`src/rtl/change_dispenser.sv`:
```
// rtl/change_dispenser.sv - greedy 5/2/1 coin change dispenser with pulse/gap sequencing and tube inventory
module change_dispenser #(
    parameter int PULSE_CYCLES = 100000,
    parameter int GAP_CYCLES   = 200000,
    parameter int TUBE_INIT    = 10
) (
    input  logic        clk,
    input  logic        rst,
    input  logic        start,
    input  logic [7:0]  change_amount,
    input  logic        refill,
    output logic        eject_coin1,
    output logic        eject_coin2,
    output logic        eject_coin5,
    output logic        busy,
    output logic        done,
    output logic        short_change,
    output logic [7:0]  remaining,
    output logic [11:0] tube_levels
);

    localparam int MAX_CYCLES = (PULSE_CYCLES > GAP_CYCLES) ? PULSE_CYCLES : GAP_CYCLES;
    localparam int CW         = $clog2(MAX_CYCLES + 1);
    localparam logic [CW-1:0] PULSE_LAST = CW'(PULSE_CYCLES - 1);
    localparam logic [CW-1:0] GAP_LAST   = CW'(GAP_CYCLES - 1);
    localparam logic [3:0]    TUBE_FULL  = 4'(TUBE_INIT);

    typedef enum logic [2:0] {S_IDLE, S_SELECT, S_EJECT, S_GAP, S_DONE} state_t;
    typedef enum logic [1:0] {COIN_NONE, COIN1, COIN2, COIN5} coin_t;

    state_t        state;
    state_t        state_next;
    coin_t         sel;
    coin_t         pick;
    logic [CW-1:0] cnt;
    logic [3:0]    cnt1;
    logic [3:0]    cnt2;
    logic [3:0]    cnt5;
    logic          pulse_last;
    logic          gap_last;

    assign tube_levels = {cnt5, cnt2, cnt1};

    // Greedy choice: largest coin that fits the remaining amount and whose tube is not empty
    always_comb begin
        pick = COIN_NONE;
        if (remaining >= 8'd5 && cnt5 != 4'd0) begin
            pick = COIN5;
        end else if (remaining >= 8'd2 && cnt2 != 4'd0) begin
            pick = COIN2;
        end else if (remaining >= 8'd1 && cnt1 != 4'd0) begin
            pick = COIN1;
        end
    end

    // Next-state logic and state-decoded outputs; ejects are derived from the registered state
    // so a reset drops them on the same edge that aborts the sequence
    always_comb begin
        state_next  = state;
        eject_coin1 = 1'b0;
        eject_coin2 = 1'b0;
        eject_coin5 = 1'b0;
        busy        = 1'b1;
        done        = 1'b0;
        pulse_last  = (cnt == PULSE_LAST);
        gap_last    = (cnt == GAP_LAST);
        case (state)
            S_IDLE: begin
                busy = 1'b0;
                if (start) begin
                    state_next = (change_amount == 8'd0) ? S_DONE : S_SELECT;
                end
            end
            S_SELECT: begin
                state_next = (pick == COIN_NONE) ? S_DONE : S_EJECT;
            end
            S_EJECT: begin
                eject_coin1 = (sel == COIN1);
                eject_coin2 = (sel == COIN2);
                eject_coin5 = (sel == COIN5);
                if (pulse_last) begin
                    state_next = S_GAP;
                end
            end
            S_GAP: begin
                if (gap_last) begin
                    state_next = (remaining == 8'd0) ? S_DONE : S_SELECT;
                end
            end
            S_DONE: begin
                done       = 1'b1;
                state_next = S_IDLE;
            end
            default: begin
                state_next = S_IDLE;
            end
        endcase
    end

    // State register
    always_ff @(posedge clk) begin
        if (rst) begin
            state <= S_IDLE;
        end else begin
            state <= state_next;
        end
    end

    // Shared pulse/gap timer, restarted on every state change
    always_ff @(posedge clk) begin
        if (rst || state_next != state) begin
            cnt <= '0;
        end else begin
            cnt <= cnt + CW'(1);
        end
    end

    // Request bookkeeping: amount still owed, chosen coin, shortfall flag and tube counts
    always_ff @(posedge clk) begin
        if (rst) begin
            remaining    <= 8'd0;
            short_change <= 1'b0;
            sel          <= COIN_NONE;
            cnt1         <= TUBE_FULL;
            cnt2         <= TUBE_FULL;
            cnt5         <= TUBE_FULL;
        end else begin
            case (state)
                S_IDLE: begin
                    if (refill) begin
                        cnt1 <= TUBE_FULL;
                        cnt2 <= TUBE_FULL;
                        cnt5 <= TUBE_FULL;
                    end
                    if (start) begin
                        remaining    <= change_amount;
                        short_change <= 1'b0;
                    end
                end
                S_SELECT: begin
                    sel <= pick;
                    if (pick == COIN_NONE) begin
                        short_change <= 1'b1;
                    end
                end
                S_EJECT: begin
                    if (pulse_last) begin
                        case (sel)
                            COIN5: begin
                                remaining <= remaining - 8'd5;
                                cnt5      <= cnt5 - 4'd1;
                            end
                            COIN2: begin
                                remaining <= remaining - 8'd2;
                                cnt2      <= cnt2 - 4'd1;
                            end
                            COIN1: begin
                                remaining <= remaining - 8'd1;
                                cnt1      <= cnt1 - 4'd1;
                            end
                            default: begin
                            end
                        endcase
                    end
                end
                default: begin
                end
            endcase
        end
    end

endmodule

```
`config.mk`:
```
export PLATFORM = sky130hd
export DESIGN_NAME = change_dispenser
export DESIGN_NICKNAME = d
export VERILOG_FILES = /design/src/rtl/change_dispenser.sv
export SDC_FILE = /design/constraint.sdc
export NUM_CORES = 1
export LEC_CHECK = 0
export ABC_AREA = 1
export ABC_CLOCK_PERIOD_IN_PS = 2000
export CORE_UTILIZATION = 45
export DETAILED_ROUTE_END_ITERATION = 6
export GPL_TIMING_DRIVEN = 0
export PLACE_DENSITY_LB_ADDON = 0.2
export SLEW_MARGIN = 20
export SYNTH_ARGS = -nofsm -noshare
export SYNTH_HDL_FRONTEND = slang
export SYNTH_SLANG_ARGS = --single-unit
```
`constraint.sdc`:
```
create_clock -name clk -period 2 [get_ports clk]
set_input_delay 0.2 -clock clk [delete_from_list [all_inputs] [get_ports clk]]
set_output_delay 0.2 -clock clk [all_outputs]
set_load 0.01 [all_outputs]
```
* Word level (Yosys, flattened, before mapping)
Cells that the tools add are included.
** Cells by class
- Add/sub/neg operators :: 7
- Divide/modulo/power cells :: 0
- Eq/ne operators :: 18
- Bitwise logic cells :: 0
- Order comparisons :: 3
- Multiplexer cells :: 32
- Multiply operators :: 0
- Shift operators :: 0
- Reductions and logical operators :: 18
** Operators with widths (number)
- $mux W4 :: 7
- $pmux W4 S2 :: 3
- $pmux W8 S3 :: 1
- $add A18 B1 Y18 const B :: 1
- $eq A18 B17 Y1 const B :: 1
- $eq A18 B18 Y1 const B :: 1
- $mux W3 :: 6
- $logic_not A8 Y1 :: 2
- $mux W8 :: 2
- $pmux W8 S2 :: 1
- $reduce_and A4 Y1 :: 4
- $ne A2 B2 Y1 const B :: 7
- $pmux W3 S4 :: 1
- $reduce_bool A4 Y1 :: 3
- $sub A4 B1 Y4 const B :: 3
- $ge A8 B1 Y1 const B :: 1
- $ge A8 B2 Y1 const B :: 1
- $ge A8 B3 Y1 const B :: 1
- $mux W1 :: 8
- $sub A8 B1 Y8 const B :: 1
- $sub A8 B2 Y8 const B :: 1
- $sub A8 B3 Y8 const B :: 1
- $eq A3 B2 Y1 const B :: 2
- $eq A2 B2 Y1 const B :: 2
- 13 further kinds :: 17
** Word-level totals
- Input bits :: 12
- Output and inout bits :: 26
- Word-level logic and storage cells :: 86
- Bits in registers :: 44
- Memories kept :: 0
- Bits in writable memories :: 0
- Latch bits :: 0
- ROM bits :: 0

* Longest topological paths before layout
Gate-level depths: netlist (run 1).
- Depth in word-level cells :: 10
- Depth in mapped cells :: 14

* Worst setup path after synthesis (run 1)
No wires, ideal clock.
- Path kind :: register -> register
- Start :: register remaining[1]
- End :: register cnt[4]
- Required time :: 1881 ps
- Slack :: 197 ps
- Arrival :: 1685 ps
- Library setup time :: 119 ps
- Stages on the path, launching flop included :: 15
- Buffers on the path :: 1
- Period minus slack after synthesis :: 1803 ps
- Cell sequence :: dfxtp_1 > inv_1 > ha_1 > inv_1 > nand2_1 > nand2_1 > nor2_1 > nand2_1 > nand2_1 > nand3_1 > nand2_1 > nand3_2 > nand3_4 > buf_12 > nor2_2
** On the way
- Word-level cells in the longest chain between the ends :: 10
** Ends and longest elaborated chain
- start: declaration :: RTL line 18 : output logic [7:0] remaining,
- start signal: assignment :: RTL line 136 : remaining <= change_amount;
- start signal: assignment :: RTL line 150 : remaining <= remaining - 8'd5;
- start signal: assignment :: RTL line 154 : remaining <= remaining - 8'd2;
- $ge A8 B1 Y1 :: RTL line 51 : end else if (remaining >= 8'd1 && cnt1 != 4'd0) begin
- $logic_and A1 B1 Y1 :: RTL line 51
- $mux W1 :: RTL line 51
- $mux W2 :: RTL line 49 : end else if (remaining >= 8'd2 && cnt2 != 4'd0) begin
- $mux W2 :: RTL line 47 : if (remaining >= 8'd5 && cnt5 != 4'd0) begin
- $logic_not A2 Y1 :: RTL line 75 : state_next = (pick == COIN_NONE) ? S_DONE : S_EJECT;
- $mux W3 :: RTL line 75
- $pmux W3 S4 * :: RTL line 67 : case (state)
- $ne A3 B3 Y1 * :: RTL line 111 : if (rst || state_next != state) begin
- $logic_or A1 B1 Y1 * :: RTL line 111
- end signal: assignment :: RTL line 114 : cnt <= cnt + CW'(1);
- end: declaration :: RTL line 35 : logic [CW-1:0] cnt;
Mark *: on every way between the ends. The rest lies on a longest branch, timed or not.
A chain may end at the register's enable or synchronous reset.

* Final worst setup path (run 1)
- Start :: register remaining[0]
- End :: register cnt[4]
Same word-level chain as after synthesis.

==> results of run 1 <==
-- final cells by class --
type / count / area (um2) / area share, %
multi-input combinational: 348 / 1960 / 51.2
sequential: 44 / 886 / 23.2
timing repair buffer: 42 / 408 / 10.7
inverter: 78 / 295 / 7.72
tap: 96 / 120 / 3.14
clock buffer: 5 / 68.8 / 1.80
buffer: 6 / 46.3 / 1.21
clock inverter: 3 / 42.5 / 1.11
-- flip-flops by register name (all words and copies together), names as in the netlist --
signal	flops
remaining	8
cnt2	4
sel	2
cnt5	4
short_change	1
state	3
cnt1	4
cnt	18
-- layout by cell type (no fill, tap or decap), types with 2 or more instances in the layout --
| cell type | count |
|---|---|
| nor3_1 | 7 |
| dfxtp_1 | 40 |
| nand3b_1 | 4 |
| clkdlybuf4s50_1 | 34 |
| o211ai_1 | 5 |
| nor2_2 | 19 |
| clkbuf_8 | 5 |
| nand3_1 | 38 |
| inv_1 | 71 |
| nor2_4 | 3 |
| nor2_1 | 54 |
| nand3_2 | 5 |
| a21oi_1 | 24 |
| nand2_2 | 6 |
| dfxtp_2 | 4 |
| a31oi_1 | 3 |
| ha_2 | 3 |
| nand4_1 | 9 |
| buf_4 | 6 |
| o21ai_2 | 2 |
| ha_1 | 13 |
| buf_2 | 3 |
| nand2_1 | 96 |
| o21ai_1 | 4 |
| nor3_4 | 2 |
| o21ai_0 | 21 |
| dlygate4sd2_1 | 2 |
| xnor2_1 | 5 |
| nand2_4 | 2 |
| inv_2 | 6 |
| xor2_1 | 14 |
-- metrics by stage --
stage | power (mW) | cell area, um2 | utilization [%] | TNS [ns]
floorplan | 1.63 | 3150 | - | 0
global placement | 1.91 | 3640 | 53.6 | -1.91
detailed placement | 1.92 | 3640 | 53.6 | -2.19
CTS | 2.65 | 3790 | 55.7 | 0
global route | 2.84 | 3830 | 56.3 | -0.00544
finish | 2.67 | 3830 | 56.3 | 0
-- where the power goes --
group	internal, mW	switching (mW)	total, mW
sequential	0.940	0.0814	1.02
combinational	0.385	0.564	0.949
clock	0.370	0.332	0.702
total	1.69	0.977	2.67
-- metal layers --
metal	part of all wire (%)	wire length, um	up-vias
li1	-	-	1616
met1	48	3830	1470
met2	45	3610	88
met3	5.3	419	13
met4	1.2	97	0
met5	0	0	-
-- tightest hold or removal path, stage by stage (launching register included) --
cell,delay [ns]
dfxtp_1,0.32
inv_1,0.05
a21oi_1,0.05
-- what timing repair did --
action / in CTS / in global routing
buffers inserted: 5 / 0
pin swaps: 1 / 1
hold buffers: 0 / 0
resized for setup: 8 / 13
endpoints found under the setup margin: 23 / 27
-- worst min-delay path by stage --
stage | from | to | slack (ns) | depth (start not counted)
final | short_change$_SDFFE_PP0P_ | short_change$_SDFFE_PP0P_ | 0.46 | 2
after detailed placement | short_change$_SDFFE_PP0P_ | short_change$_SDFFE_PP0P_ | 0.44 | 2
after global routing | short_change$_SDFFE_PP0P_ | short_change$_SDFFE_PP0P_ | 0.48 | 2
after CTS | short_change$_SDFFE_PP0P_ | short_change$_SDFFE_PP0P_ | 0.46 | 2
after floorplan | rst | remaining[6]$_SDFFE_PP0P_ | 0.27 | 1
after global placement | short_change$_SDFFE_PP0P_ | short_change$_SDFFE_PP0P_ | 0.45 | 2
-- cell families (layout without fill, tap and decap cells) --
kind of cell	after synthesis	in the layout
and+or+nand+nor	248	248
xor gates and xnor gates	19	19
buffers and inverters	87	134
AOI/OAI and AO/OA	64	64
adders and majority gates	17	17
DFF	44	44
==> metrics.md, run 1 <==
| Metric | Value |
|---|---|
| Buf/Inv on CP | 2 |
| Max-cap violations | 0 |
| Slew @ Worst Pin | 0.777 ns |
| Worst min-delay path class | reg2reg |
| Worst setup EP type | register |
| Clock skew | approximately 0.0036 ns |
| H-tree levels | 2 |
| Crit-path cells | inv_1, ha_1, nand3b_1, o21ai_1, nand3_2, nand2_2, nand3_2, nand3_4, buf_12, nor2_2 |
| # clock sinks | 44 |
| GR Util met1 | 30.4% |
| Period minus WS final | 1.94 ns |
| Yosys cell types | 35 |
| Slowest stage cell, crit path | dfxtp_2 |
| Share of layout cells above drive strength 1 | 14.4% |
| Worst R2R End | cnt[4]$_SDFF_PP0_ |
| Compound-Gate Fraction of Synth Area | 11.3% |
| Max-slew headroom | around 48% |
| # diodes | 0 |
| WL final | 7960 um |
| Average cell area after synthesis | 6.58 um2 |
| Syn nets | about 500 |
| Hpwl dp | 5940 um |
| Worst path depth | 10 |
| Critical path startpoint | remaining[0]$_SDFFE_PP0P_ |
| Nets | 554 |
| Post-Syn Area | approximately 3200 um2 |
| VDD IR max | 326 uV |
| Final Non-Filler Cells | 622 |
| Remaining Overflow, GRT | 0 |
| Highest Clock Rate | 515 MHz |
| Largest family of logic cells by synthesized area | simple AND/OR/NAND/NOR gates |
| Sequential element share of the synthesized area | roughly 28% |
| Gr busiest metal | met2 |
| Core ar. | 6790 um2 |
| Fin worst setup slack | 0.0567 ns |
| DRC viols | 0 |
| Largest net degree at the start of global routing | 17 |
| Simple-gate share of the synthesized area | 37.6% |
| Clock Tree Buf Depth | 2 |
| DR iter-0 viols | 185 |
| CP top delay family | simple AND/OR/NAND/NOR gates |
| Final Hold Fails | 0 |
| Fin. max-slew vios | 0 |
| Tcrit/Tclk final | 97.2% |
| Critical Path Sink | cnt[4]$_SDFF_PP0_ |
| Pwr Density | 698 nW/um2 |
| Clock transition at path regs | 0.09 ns |
| Largest cells by area after synthesis | dfxtp_1 28%, nand2_1 12%, inv_1 8.7% |
| Worst path most repeated cell | nand3_2 |
| Commonest cells post-synth | 99 x nand2_1, 73 x inv_1, 55 x nor2_1 |
| Wire per inst | 12.8 um |
| Hold WS | 0.457 ns |
| Req. time, crit path | 2.20 ns |
| Die Wd | 85.7 um |
| Syn Inst Count | 479 |
| Setup Viol. Count Final | 0 |
| CP startpoint kind | register |
| Global-route usage over all layers | 22.3% |
| Row count | 30 |
| Critical Path Max Stage Delay | 0.42 ns |
| IO Count | 38 |
| Most common cell in the netlist | nand2_1 |
| Primary FF master, synth | dfxtp_1 |
| First-pass GRT wire length | 13200 um |
| Syn-to-layout area delta | 21.3% |
| Post-synthesis adder-cell area fraction | between 6 and 7% |
| Routability congestion estimate | 0.927 |
| I/O Buffers | 37 |
| Mux contribution to synthesized area | 0% |
| Post-synth EDFFs | 0 |
| Yosys reg bits | 44 |
| FFs w/ async S/R, synth | 0% |
| CTS tree | built |
| GR Util met3 | under 10% |
| R2R setup slack | 0.06 ns |
| XOR/XNOR Fraction of Synth Area | between 5 and 6% |
| P_leak | 1.64 nW |
| Latest clock arrival within the worst-skew pair | 0.30 ns |
| Pre-CTS setup slack | -0.189 ns |
| Post-route ant nets | 0 |
| Reg2Reg Depth | 10 |
| Yosys top cell area share | 27.9% |
| CP Max Fanout | 10 |
| Die area | 7350 um2 |
| DR vias | 3187 |
| Initial antenna violation count | 0 |
| Vias in the first global route | approximately 2.9k |
| Die Y | between 80 and 90 um |
| Vias per Instance | 5.12 |
| Critical path type | reg2reg |
| Initial Util | 46.4% |
| Cts bufs inserted | 5 |
| Status | finished, final reports clean |
| Met2 Resource Use GR | 36.5% |
| R2r startpoint | remaining[0]$_SDFFE_PP0P_ |
| Dpl cells | 612 |
| Synthesis warning total | 0 |
| Yosys top cell by area | dfxtp_1 |
| Root Buffer | clkbuf_8 |
| Fill cells | 673 |
| Total iterations of the first detailed-routing run | 5 |
| CP arrival | 2.14 ns |
(Power assumes the default switching activity.)
==> run 2, diff against run 1 <==
--- a/config.mk
+++ b/config.mk
@@ -6,7 +6,6 @@
 export NUM_CORES = 1
 export LEC_CHECK = 0
 export ABC_AREA = 1
-export ABC_CLOCK_PERIOD_IN_PS = 2000
 export CORE_UTILIZATION = 45
 export DETAILED_ROUTE_END_ITERATION = 6
 export GPL_TIMING_DRIVEN = 0
==> results of run 2 <==
Final layout, timing and power as in run 1 (identical DEF).
==> run 3, diff against run 2 <==
--- a/config.mk
+++ b/config.mk
@@ -6,6 +6,7 @@
 export NUM_CORES = 1
 export LEC_CHECK = 0
 export ABC_AREA = 1
+export CORE_ASPECT_RATIO = 1.1
 export CORE_UTILIZATION = 45
 export DETAILED_ROUTE_END_ITERATION = 6
 export GPL_TIMING_DRIVEN = 0
==> run 3 against run 2 <==
  * Die area hardly changed
  * Count of clock-buffer cells in the layout is 2 higher
  * Sequential share of layout area is 0.20 points higher
  * Routed wire length is 1.5% lower
  * Design area is 0.72% lower
  * Combinational power is 0.6% lower
  * Via count is 0.13% lower
  * Register-to-register slack better by 0.05 ns
  * Global-route usage is 0.56 points lower
  * Sequential cell count stayed put
  * Clock skew is 0.0060 ns higher
  * Final cell count is 1.8% lower
==> metrics.md, run 3 (synthesized netlist as in run 1, its figures left out) <==
| Metric | Value |
|---|---|
| Status | finished, final reports clean |
| Syn-to-layout area delta | 20.5% |
| Net Switching | 960 uW |
| Critical path type | reg2reg |
| Row count | 31 |
| Clock Tree Buf Depth | 2 |
| Max-cap violations | 0 |
| Initial antenna violation count | 0 |
| Wire per inst | between 10 and 15 um |
| Hold WS | 0.458 ns |
| Power Total | 2.56 mW |
| Period minus WS final | about 1.9 ns |
| # diodes | 0 |
| Req. time, crit path | ~2.2 ns |
| Vias per Instance | 5.21 |
| IO Count | 38 |
| Latest clock arrival within the worst-skew pair | 0.30 ns |
| Tcrit/Tclk final | 94.6% |
| Clock skew | 0.00957 ns |
| CP startpoint kind | register |
| Root Buffer | clkbuf_8 |
| Initial Util | 47.3% |
| # clock sinks | 44 |
| CTS tree | built |
| CP Max Fanout | 10 |
| Pwr Density | 675 nW/um2 |
| Slew @ Worst Pin | 0.689 ns |
| CP arrival | 2.09 ns |
| Combinational power share | 36.8% |
| Most common cell after layout, fill and taps aside | nand2_1 |
| Die area | between 7000 and 8000 um2 |
| Largest register FFs | 18 |
| P_leak | 1.63 nW |
| Commonest cells after routing, fill and taps aside | 96 x nand2_1, 70 x inv_1, 55 x nor2_1 |
| P_int | 1.60 mW |
| Post-route ant nets | 0 |
| Pre-CTS setup slack | -0.116 ns |
| Core ar. | 6670 um2 |
| Highest Clock Rate | 528 MHz |
| Die Y | 89.8 um |
| Largest net degree at the start of global routing | 17 |
| Sw frac | about 37% |
| Final Non-Filler Cells | just over 600 |
| Routability congestion estimate | 0.904 |
| I/O Buffers | 37 |
| Biggest regs | cnt (18), remaining (8) |
| Vias in the first global route | 2946 |
| WL final | 7840 um |
| Total iterations of the first detailed-routing run | 5 |
| Setup Viol. Count Final | 0 |
| DR iter-0 viols | 131 |
| Nets | 557 |
| First-pass GRT wire length | 12800 um |
| Die Wd | 81.8 um |
| Share of layout cells above drive strength 1 | 14.4% |
| Final Hold Fails | 0 |
| Worst min-delay path class | reg2reg |
| Largest reg by FF count | cnt |
| Flop pwr share | 39.8% |
| Remaining Overflow, GRT | 0 |
| Max-slew headroom | 53.6% |
| VDD IR max | 302 uV |
| Hold_buf cts | 0 |
| Hpwl dp | ~5900 um |
| Cts bufs inserted | 5 |
| DR vias | 3183 |
| Worst setup EP type | register |
| Dpl cells | 598 |
| Fin worst setup slack | 0.107 ns |
| Clock Power Share | between 20% and 30% |
| Fin. max-slew vios | 0 |
| DRC viols | 0 |
| Clock transition at path regs | around 0.090 ns |
| H-tree levels | 2 |
| Global-route usage over all layers | 21.7% |
run 3: cell types whose count changed in the layout (fill, tap and decap cells not counted), sizes merged:
cell / previous run / this run
clkbuf: 6 / 8
dlymetal6s2s: 1 / 0
clkinv: 1 / 0
buf: 10 / 12
dlygate4sd2: 2 / 3
bufinv: 1 / 0
nand3: 44 / 45
run 3: layout make-up:
cell class                 count  area, um2
buffer                         6       46.3
clock buffer                   7       86.3
clock inverter                 1       7.51
fill                         644       2870
inverter                      78        295
multi-input combinational    349       1950
sequential                    44        887
tap                           82        103
timing repair buffer          44        419
run 3: through the flow:
stage	utilization (%)	area, um2	setup TNS (ns)
2_1_floorplan	-	3150	0
3_3_place_gp	54.4	3630	-0.935
3_5_place_dp	54.4	3630	-1.22
4_1_cts	55.9	3730	0
5_1_grt	56.9	3800	-0.0420
6_report	56.9	3800	0
run 3: final timing paths:
kind	start	endpoint	slack (ns)	cells after the start
max	sel[0]$_SDFFE_PP0P_	remaining[3]$_SDFFE_PP0P_	0.11	9
min	cnt[0]$_SDFF_PP0_	cnt[0]$_SDFF_PP0_	0.46	1
max reg2reg	sel[0]$_SDFFE_PP0P_	remaining[3]$_SDFFE_PP0P_	0.11	9
min reg2reg	cnt[0]$_SDFF_PP0_	cnt[0]$_SDFF_PP0_	0.46	1
run 3: power by group through the flow:
| stage | Clock (mW) | Combinational (mW) | Sequential (mW) |
|---|---|---|---|
| 6_report | 0.601 | 0.943 | 1.02 |
| 5_1_grt | 0.655 | 1.05 | 1.03 |
| 4_1_cts | 0.622 | 0.899 | 1.02 |
| 3_5_place_dp | 0 | 0.885 | 1.03 |
| 3_3_place_gp | 0 | 0.867 | 1.03 |
| 2_1_floorplan | 0 | 0.592 | 1.04 |
run 3: metal layers:
layer | GRT usage, % | wire length [um]
met4 | 8.33 | 141
met2 | 38.7 | 4010
met1 | 24.9 | 3380
met5 | 0 | 0
met3 | 3.65 | 312
run 3: worst max-delay path, cell delays in order (launching register included):
cell	delay (ns)
dfxtp_1	0.40
inv_1	0.07
ha_2	0.37
nand2_1	0.11
nand4_1	0.10
nand2_1	0.16
nand2_1	0.16
buf_4	0.21
a21oi_1	0.13
a21oi_1	0.08
run 3: what timing repair did:
| item | CTS | global route |
|---|---|---|
| endpoints found under the setup margin | 19 | 24 |
| cloned | 0 | 1 |
| pin swaps | 1 | 0 |
| resized for setup | 9 | 10 |
| setup buffers | 2 | 5 |
